File: config.mk
export PLATFORM = sky130hd
export DESIGN_NAME = tpu_host_driver
export DESIGN_NICKNAME = d
export VERILOG_FILES = /design/src/rtl/tpu_drv_pkg.sv /design/src/rtl/tpu_drv_rdpipe.sv /design/src/rtl/tpu_host_driver.sv
export SDC_FILE = /design/constraint.sdc
export NUM_CORES = 1
export LEC_CHECK = 0
export CELL_PAD_IN_SITES_DETAIL_PLACEMENT = 1
export CELL_PAD_IN_SITES_GLOBAL_PLACEMENT = 1
export CORE_AREA = 2 2 329 331
export CTS_BUF_LIST = sky130_fd_sc_hd__clkbuf_4 sky130_fd_sc_hd__clkbuf_8
export DETAILED_ROUTE_END_ITERATION = 12
export DIE_AREA = 0 0 331 333
export PLACE_DENSITY_LB_ADDON = 0.1
export SLEW_MARGIN = 20
export SYNTH_ARGS = -nofsm -noshare
export SYNTH_HDL_FRONTEND = slang
export SYNTH_SLANG_ARGS = --single-unit
File: constraint.sdc
create_clock -name i_clk -period 4.4 [get_ports i_clk]
set_input_delay 0.88 -clock i_clk [delete_from_list [all_inputs] [get_ports i_clk]]
set_output_delay 0.88 -clock i_clk [all_outputs]
set_load 0.01 [all_outputs]
File: src/rtl/tpu_drv_pkg.sv
// Shared constants, FSM encoding and error causes for the TPU host driver.
package tpu_drv_pkg;

    localparam int unsigned TPU_DW      = 128;
    localparam int unsigned TPU_AW      = 10;
    localparam int unsigned TPU_NROWS   = 16;
    localparam int unsigned TPU_MAX_K   = 144;
    localparam int unsigned TPU_TIMEOUT = 512;
    localparam int unsigned TPU_KW      = 8;

    typedef enum logic [2:0] {
        StIdle,
        StRead,
        StWait,
        StCollect,
        StDone
    } state_e;

    // Completion causes; anything other than ERR_NONE raises err with cmd_done.
    localparam logic [1:0] ERR_NONE    = 2'd0;
    localparam logic [1:0] ERR_KLEN    = 2'd1;
    localparam logic [1:0] ERR_TIMEOUT = 2'd2;
    localparam logic [1:0] ERR_SHORT   = 2'd3;

    function automatic logic klen_legal(input logic [TPU_KW-1:0] k, input int unsigned max_k);
        return (k != '0) && (32'(k) <= max_k);
    endfunction

endpackage

File: src/rtl/tpu_drv_rdpipe.sv
// Source-buffer address generator plus 2-stage alignment pipe: the read issued in
// cycle n (1-cycle RAM latency) is presented to the TPU, registered, in cycle n+2.
module tpu_drv_rdpipe #(
    parameter int unsigned DW = 128,
    parameter int unsigned AW = 10,
    parameter int unsigned KW = 8
) (
    input  logic          i_clk,
    input  logic          i_rst,
    input  logic          i_load,
    input  logic [KW-1:0] i_k_len,
    input  logic [AW-1:0] i_a_base,
    input  logic [AW-1:0] i_w_base,
    output logic          o_rd_en,
    output logic [AW-1:0] o_a_rd_addr,
    output logic [AW-1:0] o_w_rd_addr,
    input  logic [DW-1:0] i_a_rd_data,
    input  logic [DW-1:0] i_w_rd_data,
    output logic          o_valid,
    output logic [DW-1:0] o_mat,
    output logic [DW-1:0] o_wei,
    output logic          o_last
);

    logic [KW-1:0] r_remain;
    logic [AW-1:0] r_a_addr;
    logic [AW-1:0] r_w_addr;
    logic          r_v1;
    logic          r_v2;
    logic [DW-1:0] r_mat;
    logic [DW-1:0] r_wei;
    logic          w_rd_en;

    assign w_rd_en = (r_remain != '0);

    // Address counters and the valid/data alignment registers.
    always_ff @(posedge i_clk) begin
        if (i_rst) begin
            r_remain <= '0;
            r_a_addr <= '0;
            r_w_addr <= '0;
            r_v1     <= 1'b0;
            r_v2     <= 1'b0;
            r_mat    <= '0;
            r_wei    <= '0;
        end else begin
            if (i_load) begin
                r_remain <= i_k_len;
                r_a_addr <= i_a_base;
                r_w_addr <= i_w_base;
            end else if (w_rd_en) begin
                // Addresses wrap naturally at 2^AW.
                r_remain <= r_remain - KW'(1);
                r_a_addr <= r_a_addr + AW'(1);
                r_w_addr <= r_w_addr + AW'(1);
            end
            r_v1  <= w_rd_en;
            r_v2  <= r_v1;
            // Data is zeroed whenever the word is not valid.
            r_mat <= r_v1 ? i_a_rd_data : '0;
            r_wei <= r_v1 ? i_w_rd_data : '0;
        end
    end

    assign o_rd_en     = w_rd_en;
    assign o_a_rd_addr = r_a_addr;
    assign o_w_rd_addr = r_w_addr;
    assign o_valid     = r_v2;
    assign o_mat       = r_mat;
    assign o_wei       = r_wei;
    // Last word is on the TPU bus and nothing is left in flight behind it.
    assign o_last      = (r_remain == '0) && !r_v1 && r_v2;

endmodule

File: src/rtl/tpu_host_driver.sv
// Host-side initiator for the systolic TPU: streams k_len activation/weight words,
// waits for the result, and stores NROWS result rows into the result buffer.
module tpu_host_driver
    import tpu_drv_pkg::*;
#(
    parameter int unsigned DW      = TPU_DW,
    parameter int unsigned AW      = TPU_AW,
    parameter int unsigned NROWS   = TPU_NROWS,
    parameter int unsigned MAX_K   = TPU_MAX_K,
    parameter int unsigned TIMEOUT = TPU_TIMEOUT
) (
    input  logic              i_clk,
    input  logic              i_rst,
    input  logic              i_start,
    input  logic [TPU_KW-1:0] i_k_len,
    input  logic [AW-1:0]     i_a_base,
    input  logic [AW-1:0]     i_w_base,
    input  logic [AW-1:0]     i_r_base,
    output logic              o_busy,
    output logic              o_cmd_done,
    output logic              o_err,
    output logic              o_buf_rd_en,
    output logic [AW-1:0]     o_a_rd_addr,
    output logic [AW-1:0]     o_w_rd_addr,
    input  logic [DW-1:0]     i_a_rd_data,
    input  logic [DW-1:0]     i_w_rd_data,
    output logic              o_tpu_in_valid,
    output logic [DW-1:0]     o_tpu_mat_di,
    output logic [DW-1:0]     o_tpu_wei_di,
    input  logic              i_tpu_out_valid,
    input  logic [DW-1:0]     i_tpu_do,
    input  logic              i_tpu_done,
    output logic              o_res_wr_en,
    output logic [AW-1:0]     o_res_wr_addr,
    output logic [DW-1:0]     o_res_wr_data
);

    localparam int unsigned RW = $clog2(NROWS);
    localparam int unsigned TW = $clog2(TIMEOUT) + 1;

    state_e        r_state;
    state_e        w_state_nxt;
    logic [1:0]    r_cause;
    logic [1:0]    w_cause_nxt;
    logic [RW-1:0] r_row;
    logic [TW-1:0] r_tmo;
    logic [AW-1:0] r_r_base;
    logic          r_wr_en;
    logic [AW-1:0] r_wr_addr;
    logic [DW-1:0] r_wr_data;
    logic          w_accept;
    logic          w_capture;
    logic          w_last_in;

    tpu_drv_rdpipe #(
        .DW(DW),
        .AW(AW),
        .KW(TPU_KW)
    ) u_rdpipe (
        .i_clk      (i_clk),
        .i_rst      (i_rst),
        .i_load     (w_accept),
        .i_k_len    (i_k_len),
        .i_a_base   (i_a_base),
        .i_w_base   (i_w_base),
        .o_rd_en    (o_buf_rd_en),
        .o_a_rd_addr(o_a_rd_addr),
        .o_w_rd_addr(o_w_rd_addr),
        .i_a_rd_data(i_a_rd_data),
        .i_w_rd_data(i_w_rd_data),
        .o_valid    (o_tpu_in_valid),
        .o_mat      (o_tpu_mat_di),
        .o_wei      (o_tpu_wei_di),
        .o_last     (w_last_in)
    );

    // Next-state, error cause and per-cycle strobes.
    always_comb begin
        w_state_nxt = r_state;
        w_cause_nxt = r_cause;
        w_accept    = 1'b0;
        w_capture   = 1'b0;
        case (r_state)
            StIdle: begin
                if (i_start) begin
                    if (klen_legal(i_k_len, MAX_K)) begin
                        w_accept    = 1'b1;
                        w_cause_nxt = ERR_NONE;
                        w_state_nxt = StRead;
                    end else begin
                        w_cause_nxt = ERR_KLEN;
                        w_state_nxt = StDone;
                    end
                end
            end
            // Stay here until the pipe has drained, so early out_valid is ignored.
            StRead: begin
                if (w_last_in) begin
                    w_state_nxt = StWait;
                end
            end
            StWait, StCollect: begin
                if (i_tpu_out_valid) begin
                    w_capture = 1'b1;
                    if (r_row == RW'(NROWS - 1)) begin
                        w_state_nxt = StDone;
                    end else if (i_tpu_done) begin
                        w_cause_nxt = ERR_SHORT;
                        w_state_nxt = StDone;
                    end else begin
                        w_state_nxt = StCollect;
                    end
                end else if (r_tmo == TW'(TIMEOUT - 1)) begin
                    w_cause_nxt = ERR_TIMEOUT;
                    w_state_nxt = StDone;
                end
            end
            StDone:  w_state_nxt = StIdle;
            default: w_state_nxt = StIdle;
        endcase
    end

    // State and error-cause registers.
    always_ff @(posedge i_clk) begin
        if (i_rst) begin
            r_state <= StIdle;
            r_cause <= ERR_NONE;
        end else begin
            r_state <= w_state_nxt;
            r_cause <= w_cause_nxt;
        end
    end

    // Row counter, idle-cycle timeout counter and registered result write port.
    always_ff @(posedge i_clk) begin
        if (i_rst) begin
            r_r_base  <= '0;
            r_row     <= '0;
            r_tmo     <= '0;
            r_wr_en   <= 1'b0;
            r_wr_addr <= '0;
            r_wr_data <= '0;
        end else begin
            r_wr_en <= w_capture;
            if (w_accept) begin
                r_r_base <= i_r_base;
                r_row    <= '0;
            end else if (w_capture) begin
                r_row <= r_row + RW'(1);
            end
            if (w_capture) begin
                r_wr_addr <= r_r_base + AW'(r_row);
                r_wr_data <= i_tpu_do;
            end
            // Counts cycles without a row; restarts on every captured row.
            if (r_state == StRead || w_capture) begin
                r_tmo <= TW'(1);
            end else if (r_state == StWait || r_state == StCollect) begin
                r_tmo <= r_tmo + TW'(1);
            end
        end
    end

    assign o_busy        = (r_state != StIdle);
    assign o_cmd_done    = (r_state == StDone);
    assign o_err         = (r_state == StDone) && (r_cause != ERR_NONE);
    assign o_res_wr_en   = r_wr_en;
    assign o_res_wr_addr = r_wr_addr;
    assign o_res_wr_data = r_wr_data;

endmodule

# [Word level (Yosys, flattened, before mapping)]
# Index checks and enable logic that the tools add are counted.
[totals] register_bits=454 in_bits=427 out_inout_bits=420 wordCells=85
[op_classes] add_sub_neg=6 n_lt_le_gt_ge=1 n_eq_ne=11 mux=28 bitwise_logic=1 n_reduce_logical=22
[ops] op="$mux W10" n=4
[ops] op="$add A10 B1 Y10 const B" n=3
[ops] op="$mux W3" n=7
[ops] op="$mux W8" n=2
[ops] op="$reduce_bool A8 Y1" n=2
[ops] op="$add A10 B4 Y10" n=1
[ops] op="$eq A10 B9 Y1 const B" n=1
[ops] op="$mux W2" n=5
[ops] op="$ne A3 B3 Y1 const B" n=3
[ops] op="$pmux W3 S3" n=1
[ops] op="$le A8 B8 Y1 const B" n=1
[ops] op="$logic_not A8 Y1" n=1
[ops] op="$mux W1" n=8
[ops] op="$reduce_bool A2 Y1" n=4
[ops] op="$reduce_or A2 Y1" n=4
[ops] op="$sub A8 B1 Y8 const B" n=1
[ops] op="$eq A3 B2 Y1 const B" n=2
[ops] op="$reduce_and A5 Y1" n=1
[ops] op="$add A4 B1 Y4 const B" n=1
[ops] op="$eq A4 B4 Y1 const B" n=1
[ops] op="$logic_and A1 B1 Y1" n=4
[ops] op="$pmux W2 S2" n=1
[ops] op="$eq A3 B1 Y1 const B" n=1
[ops] op="$eq A3 B3 Y1 const B" n=1
[ops] op="8 further kinds" n=9

# [Longest topological paths before layout]
[logic_depth] ltp_word=6 depth_mapped=9 mapped_depth_nobuf=7

# [Hierarchy]
# Synthesis repeated with hierarchy kept, for this count alone.
[unflattened] hier_cells=1524 hier_area_um2=14826.7
[by_module_without_submodules] module="tpu_drv_rdpipe" n_inst=1 cells_each=735 area_per_inst_um2=8501.9 seq_area_each_um2=5725.5
[by_module_without_submodules] module="tpu_host_driver" n_inst=1 cells_each=789 area_per_inst_um2=6324.8 seq_area_each_um2=3363.2

# [Worst setup path after synthesis]
# No wires, ideal clock.
[synth_path] path_type="register to output" start="reg u_rdpipe.r_remain[0]" end="out o_buf_rd_en" t_arrival_ns=1.430 path_slack_ns=2.090 stages_incl_launch_ff=7 cell_sequence="dfxtp_1 -> inv_1 -> ha_1 -> nor4b_1 -> buf_2 -> nand2_1 -> buf_2"
[synth_between] elab_chain_len=1
[synth_rtl] item="start: declaration" line="tpu_drv_rdpipe.sv:25" rtl="logic [KW-1:0] r_remain;"
[synth_rtl] item="start signal: assignment" line="tpu_drv_rdpipe.sv:48" rtl="r_remain <= i_k_len;"
[synth_rtl] item="start signal: assignment" line="tpu_drv_rdpipe.sv:53" rtl="r_remain <= r_remain - KW'(1);"
[synth_rtl] item="$reduce_bool A8 Y1" line="tpu_drv_rdpipe.sv:34" rtl="assign w_rd_en = (r_remain != '0);"
[synth_rtl] item="end: declaration" line="tpu_host_driver.sv:22" rtl="output logic o_buf_rd_en,"
# No other way between the ends.

# [Final worst setup path]
# Ends and elaborated chain as after synthesis.

==> impl_metrics.ini <==
[status]
outcome = finished clean

[sta]
hold_viol = 0
slew_violations = 0
finalClockSkew_ps = 31.9
period_needed_ps = 3460
finalSetupTns_ps = 0
relSlewSlack = 0.450
max_freq_mhz = 289
fin_ws_ps = 936
rsz0062_at_grt = no
period_share = 0.787
worst_pin_slew_ps = 823
setup_violations = 0

[critical_path]
required_ps = 3520
reg2reg_slack_ps = 1700
critPathKind = flip-flop to output port
rr_worst_depth = 5
critPathLaunch = u_rdpipe.r_remain[0]$_SDFFE_PP0P_
cp.arrival_ps = 2580
worstReg2RegStart = r_state[1]$_SDFFE_PP0P_
endpoint_kind = output port
start_kind = flip-flop
crit_fanout = 11
crit_end = o_buf_rd_en
r2r_end = o_res_wr_addr[7]$_SDFFE_PP0P_

[synthesis]
synth-xor-area-share = 0.0226
yosysTopAreaCellShare = 0.617
netlist_instances = 1512
synth_top_family_by_area = simple AND/OR/NAND/NOR gates
synth_mux_area_frac = 0.00272
synth_ff_type = dfxtp_1
async_flop_share = 0
synth_compound_area_frac = 0.0878
yosys.area.top_type = dfxtp_1
synth_area_per_cell_um2 = 9.75
synth_simple_gate_area_frac = 0.232
synth_cell_types = 45
ys_seq_elements = 454
synth_area_leaders = dfxtp_1 (62%), and2_1 (11%), nand2_1 (8.2%)
yosys_warnings = 0
netlist_area_um2 = 14700
ys_seq_area_frac = 0.617
synth_edf_count = 0
synthAdderAreaFrac = 0.00900
synth_nets = 1949

[floorplanning]
floorplan.rows = 120
io_pins = 847
fp.dieArea_um2 = 110000
start_util = 0.138
fp.dieW_um = 331
fp.dieH_um = 333
core_um2 = 107000

[cells_and_area]
final_nets = 2811
final_core_util = 0.251
area_delta_synth_final_pct = 81.8
layoutNonFillerInstCount = 3856
drive_gt1_frac = 0.0862

[clocking]
post_cts_buffers = 0
hold_buffers = 0
clkTransAtPathRegs_ps = 60
insertion_delay_ps = 710
cts_buffers = 93
post_cts_resized = 0
cts_tree = built
h-tree-depth = 3
clock_path_buffers = 3
cts.sinks = 454
root_buffer = clkbuf_8

[power]
p_total_w = 0.0133
leakage_nw = 9.71
peakVddDrop_v = 0.000230
power.density_nw_per_um2 = 497

[placement]
place_ws_ps = 1070
port_buffers = 846
hpwl_mm = 57.4
place_congestion = 0.787
dp_cells = 3682

[routing]
drc = 0
ant_nets = 0
vias = 13800
first_iter_violations = 418
avgViaCountPerCell = 3.58
wl_mm = 75.0
drtPass1Iterations = 4
wl_per_cell_um = 19.5

[job]
maxCapViolations = 0

[global_routing]
grt_usage = 0.131
grt_pass1_wl_mm = 105
grt-ovfl-total = 0
grt_pass1_vias = 14800
antenna_found_initial = 30
grt_max_degree = 159

[worst_hold_path]
hold_class = flip-flop to flip-flop
==> final cells by class <==
type | count | area [um^2]
Clock inverter | 11 | 115
Antenna cell | 6 | 15.0
Inverter | 9 | 33.8
Fill cell | 12200 | 79800
Multi-Input combinational cell | 957 | 5250
Sequential cell | 454 | 9090
Tap cell | 1403 | 1760
Timing Repair Buffer | 859 | 8630
Clock buffer | 157 | 1910
==> worst min path at each step <==
| stage | from | to | cells past startpoint |
|---|---|---|---|
| floorplan | r_cause[1]$_SDFFE_PP0P_ | r_cause[1]$_SDFFE_PP0P_ | 2 |
| global placement | o_res_wr_data[6]$_SDFFE_PP0P_ | o_res_wr_data[6]$_SDFFE_PP0P_ | 2 |
| detailed placement | o_res_wr_data[91]$_SDFFE_PP0P_ | o_res_wr_data[91]$_SDFFE_PP0P_ | 2 |
| CTS | o_res_wr_data[29]$_SDFFE_PP0P_ | o_res_wr_data[29]$_SDFFE_PP0P_ | 2 |
| global route | o_res_wr_data[7]$_SDFFE_PP0P_ | o_res_wr_data[7]$_SDFFE_PP0P_ | 2 |
| finish | o_res_wr_data[60]$_SDFFE_PP0P_ | o_res_wr_data[60]$_SDFFE_PP0P_ | 2 |
==> power breakdown <==
group	total [W]	internal, W	switching [W]
logic	0.00354	0.00177	0.00177
registers	0.00498	0.00468	0.000303
clock network	0.00480	0.00278	0.00202
==> placed cells by master, fill, tap and decap left out, types with 20 or more instances in the layout <==
master | synthesis | layout
a21oi_1 | 159 | 159
and2_1 | 259 | 258
clkbuf_4 | 0 | 40
clkbuf_8 | 0 | 117
clkdlybuf4s50_1 | 0 | 845
dfxtp_1 | 454 | 454
nand2_1 | 323 | 322
nor2_1 | 48 | 48
xnor2_1 | 20 | 20
==> state kept, by name, indices dropped and copies added, names as in the netlist, 4 cells and up <==
signal	cells
o_res_wr_data	128
u_rdpipe.o_mat	128
u_rdpipe.o_wei	128
o_res_wr_addr	10
r_r_base	10
r_tmo	10
u_rdpipe.o_a_rd_addr	10
u_rdpipe.o_w_rd_addr	10
u_rdpipe.r_remain	8
r_row	4
==> metal layers <==
layer / up-vias / wire length (um) / global-route usage
li1: 6615 / - / -
met1: 6420 / 25300 / 0.122
met2: 574 / 38900 / 0.241
met3: 169 / 8240 / 0.0723
met4: 38 / 2260 / 0.0401
met5: - / 235 / 0
==> metrics by stage <==
step           cell area (um^2)  hold slack (ps)
2_1_floorplan             14700              432
3_3_place_gp              24800              442
3_5_place_dp              24800              449
4_1_cts                   26800              458
5_1_grt                   26800              470
6_report                  26800              453
==> cell families (layout without fill, tap and decap cells) <==
kind of cell | after synthesis | after routing
XOR/XNOR | 38 | 38
flip-flops | 454 | 454
AO/OA/AOI/OAI | 212 | 212
adder cells (fa/ha/maj) | 10 | 10
AND/OR/NAND/NOR | 693 | 693
other | 0 | 6
multiplexers | 4 | 4
buffers and inverters | 101 | 1036
==> synth_stat cells, drive strengths merged (11+ instances only) <==
master,count
a211oi,27
a21oi,159
and2,259
buf,23
clkbuf,69
dfxtp,454
nand2,323
nand3,11
nor2,48
nor3,11
xnor2,20
xor2,18
==> critical path, stage by stage, from the launching register on <==
cell             delay [ps]
dfxtp_1                 310
inv_1                   120
ha_1                    280
nor4b_2                 240
buf_4                   230
nand2_1                 110
clkdlybuf4s50_1         570
No activity file was read; power rests on OpenSTA's default activity.
